### config.mk
export PLATFORM = sky130hd
export DESIGN_NAME = flash_lat_timer
export DESIGN_NICKNAME = d
export VERILOG_FILES = /design/src/rtl/flash_lat_timer.sv
export SDC_FILE = /design/constraint.sdc
export NUM_CORES = 1
export LEC_CHECK = 0
export ABC_AREA = 1
export CORE_AREA = 2 2 39 41
export DETAILED_ROUTE_END_ITERATION = 12
export DIE_AREA = 0 0 41 43
export GPL_TIMING_DRIVEN = 0
export PLACE_DENSITY_LB_ADDON = 0.12
export RECOVER_POWER = 100
export SETUP_SLACK_MARGIN = 0.05
export SKIP_CTS_REPAIR_TIMING = 1
export SKIP_LAST_GASP = 1
export SYNTH_ARGS = -nofsm -noshare
export SYNTH_HDL_FRONTEND = slang
export SYNTH_SLANG_ARGS = --single-unit
### constraint.sdc
create_clock -name clk -period 3.5 [get_ports clk]
set_clock_uncertainty 0.05 [all_clocks]
set_input_delay 0.7 -clock clk [delete_from_list [all_inputs] [get_ports clk]]
set_output_delay 0.7 -clock clk [all_outputs]
set_load 0.05 [all_outputs]
### src/rtl/flash_lat_timer.sv
// -----------------------------------------------------------------------------
// flash_lat_timer
// Loadable down-counter that times one flash operation.
// Ports:
//   clk, rst  : clock, asynchronous active-high reset (clears the count)
//   load      : load load_val into the counter
//   load_val  : operation latency in cycles (>= 1)
//   abort     : clear the counter (takes priority over load)
//   expire    : counter == 1, i.e. the final cycle of the operation
//   running   : counter != 0
// -----------------------------------------------------------------------------
module flash_lat_timer #(
    parameter int CNT_W = 8
) (
    input  logic             clk,
    input  logic             rst,
    input  logic             load,
    input  logic [CNT_W-1:0] load_val,
    input  logic             abort,
    output logic             expire,
    output logic             running
);

    logic [CNT_W-1:0] count;

    always_ff @(posedge clk or posedge rst) begin
        if (rst) begin
            count <= '0;
        end else if (abort) begin
            count <= '0;
        end else if (load) begin
            count <= load_val;
        end else if (count != '0) begin
            count <= count - CNT_W'(1);
        end
    end

    assign expire  = (count == CNT_W'(1));
    assign running = (count != '0);

endmodule

==> metrics list <==
- Measured against its own limit, the worst slew margin works out to approximately 67%.
- The design draws approximately 270 uW.
- In the synthesized netlist, the number of instances is between 80 and 90.
* Violation count after the first detailed-routing iteration: 12
- Number of buffers created by CTS: 3
* Sequential cell fraction of total power: around two fifths
- After layout, the worst setup slack is around 0.81 ns.
* CP required: ~2.8 ns
- Half-perimeter wire length of the detailed placement result: roughly 1000 um
- Summing the areas of all fa, ha and maj instances in the mapped netlist gives roughly 6% of the synthesized area.
- Global routing finished with a remaining overflow of 0.
- The number of global-route vias before repair is between 400 and 500.
- Die height: approximately 43 um
* Worst Hold Margin: 0.571 ns
* Area fraction in compound gates after synthesis: a little under a tenth
- Setup repair after global routing left no endpoint under its margin.
- The flow ran to the end, and the final reports show no timing, DRC or antenna violations.
- The cell area that synthesis handed to floorplanning was between 600 and 700 um^2.
- Summing all placed instances gives a cell area of approximately 770 um^2.
* Fraction of final layout cells sized beyond drive strength 1: approximately 12%
- After synthesis the netlist holds a flip-flop and latch count of 8.
- Post-synthesis net count: between 100 and 150
- Clock-pin slew was measured on the worst setup and hold paths at ~0.06 ns.
* Ports placed on the boundary: 14
* Cell repeated most along the worst path: sky130_fd_sc_hd__inv_1
- Count of inserted antenna diode cells: 0
- Yosys printed 0 warnings.
- Row generation in the floorplan step produced 14 rows.
- For this configuration, the core starts out at a cell density of between 40 and 50%.
* Share of power burned in combinational logic: 34.8%
- After layout, the minimum clock period comes to around 2.7 ns.
* Number of input and output port buffers inserted: 13
- The finished cells cover ~770 um^2.
- Count of cells along the worst register-to-register path: 7
* Post-route fraction of the period consumed by the critical path: 76.9%
* Max incr delay on CP: about 0.86 ns
- In this run the horizontal extent of the chip is approximately 41 um.
- First-pass GRT wire length: 2050 um
* Clock power share: between 20% and 30%
* Data arrival time of the critical path: just under 2 ns
- Placed cells: 118
- Of the total power, the share spent switching nets is 34.3%.
- In this run the mean area of a mapped cell was around 7 um^2.
- CP max stage cell: sky130_fd_sc_hd__dlygate4sd3_1
* Largest register by flop count: count
- The routed layout has between 500 and 600 vias.
- The worst setup path is launched from a register.
* Post-Synth XOR/XNOR Area: 0%
- For this block, the routed nets add up to 1200 um of wire.
- The total area inside the core boundary comes to 1380 um^2.
* CP Max Fanout: 4
* CTS sink cnt: 8
- Flip-flop count of the largest register, all copies and words added: 8
* Main combinational cell family by area after synthesis: simple AND/OR/NAND/NOR gates
- Along the worst hold path, the cell count comes to 4.
- Post-Route Setup TNS: 0 ns
* Cell chosen for the clock root: sky130_fd_sc_hd__clkbuf_4
- Sequential cell area in the final layout: 200 um^2
* Seq/Total Area, Yosys: approximately a third
- The setup path with the least slack is of type register to output pin.
- For this design the static power due to leakage is roughly 0.39 nW.
* Post-synthesis share of cell area spent on and, or, nand and nor gates: 41.5%
- Chain of cells forming the critical path: inv_1 > ha_1 > inv_1 > nor2_2 > nand2_1 > dlygate4sd3_1
- Setup slack of the most critical reg-to-reg path: about 2.0 ns
- Multi-input gate area in the final layout: about 330 um^2
* Final-report hold violation count: 0
* Final ANT Viol Nets: 0
* Power Internal: roughly 180 uW
- Via density per instance: around 4.5
- After detailed routing, the number of remaining DRC violations is 0.
- Top achievable clock speed: between 300 and 400 MHz
* Final-stage net count: between 100 and 150
- Post-route core utilization: between 50% and 60%
- OpenSTA, run right after detailed placement, puts the worst setup slack at approximately 1.1 ns.
- For this run, the detailed router's first-pass iteration total came to 4.
* Worst min path class: register to register
* Number of antenna violations at the first check in global routing: 0
- Worst R2R End: count[3]
* Total global-route track usage: ~17%
* Die ar.: 1760 um^2
- Once layout is complete, the cells apart from fillers number 121.
- Type of element capturing the critical path: output pin
- The path with the worst hold slack has its endpoint at count[6].
* Launch point of the worst hold path: count[6]
- Post-synthesis cell type count: 19
- Final setup violation count: 0
* H-tree lvl count: 1
- Largest net degree at the start of global routing: 11
* Worst Tran Pin Value: slightly below 0.5 ns
- The layout has 133 filler cells.
* Routed len/inst: ~10 um
- Buffer depth of the longest clock path: 2
* CTS tree: done
* Slew Viols, Final: 0
* Skew-Pair Late Insertion Delay: about 0.25 ns
- Power density over cell area: 356 nW/um^2
* Worst vdd ir: roughly 0.17 mV
- For this design the total switching power over the nets is about 94 uW.
* P&R area growth vs syn: 24.7%
- The startpoint identified for the worst register-to-register timing path is count[0].
- Of the post-synthesis cell area, the part taken by muxes is 0%.
- In the final layout, the registers with the most flip-flops are count: 8 flops.
- Number of max-capacitance violations reported: 0
- Final GP Congestion: 0.785
==> area by class of cell <==
| class | instances | area share (%) |
|---|---|---|
| repair buffers | 13 | 16.9 |
| inverters | 15 | 7.31 |
| clock buffers | 3 | 2.92 |
| multi-input cells | 65 | 42.9 |
| flip-flops and latches | 8 | 26.0 |
| plain buffers | 1 | 1.46 |
| well taps | 16 | 2.60 |
==> cell usage after synthesis (all sizes together) <==
library cell / count / area, um^2
inv: 15 / 56.3
dfrtp: 8 / 200
o21ai: 7 / 35.0
or2: 3 / 18.8
buf: 1 / 11.3
nand3: 10 / 62.6
a21oi: 3 / 15.0
nor2: 20 / 97.6
o22ai: 1 / 6.26
ha: 3 / 37.5
nand2: 18 / 77.6
==> routing by layer <==
| metal | track usage (%) | wire, um | up-vias |
|---|---|---|---|
| li1 | - | - | 308 |
| met1 | 23.9 | 604 | 230 |
| met2 | 25.6 | 553 | 9 |
| met3 | 4.71 | 38 | 2 |
| met4 | 4.00 | 4 | 0 |
| met5 | 0 | 0 | - |
==> layout by cell type, fill, tap and decap left out, drive strengths merged <==
| cell type | count |
|---|---|
| nor2 | 20 |
| nand2 | 18 |
| inv | 15 |
| nand3 | 10 |
| clkdlybuf4s50 | 9 |
| dfrtp | 8 |
| o21ai | 7 |
| dlygate4sd3 | 4 |
| a21oi | 3 |
| ha | 3 |
| clkbuf | 3 |
| or2 | 3 |
| buf | 1 |
| o22ai | 1 |
==> power groups by stage <==
stage | sequential, mW | clock [mW] | combinational [mW]
after global routing | 0.110 | 0.0800 | 0.109
after global placement | 0.111 | 0 | 0.100
after CTS | 0.109 | 0.0741 | 0.102
after detailed placement | 0.111 | 0 | 0.101
after floorplan | 0.109 | 0 | 0.0733
final | 0.109 | 0.0698 | 0.0955
==> cell families after synthesis <==
kind of cell / count (synthesis)
fa+ha+maj: 3
buf+inv: 16
flops: 8
compound gates: 11
simple gates: 51
==> worst max-delay path: cells and delay by family (launching register included) <==
family,cells,cell delay [ns]
and+or+nand+nor,2,0.09
DFF,1,0.39
adders and majority gates,1,0.19
buffers and inverters,3,1.01
==> how the worst max path moves through the flow <==
stage,start,end,slack [ns]
after floorplan,count[1],expire,1.43
after global placement,count[0],running,1.13
after detailed placement,count[0],running,1.12
after CTS,count[0],running,0.84
after global routing,count[0],running,0.66
final,count[0],running,0.81
(Power assumes the default switching activity.)
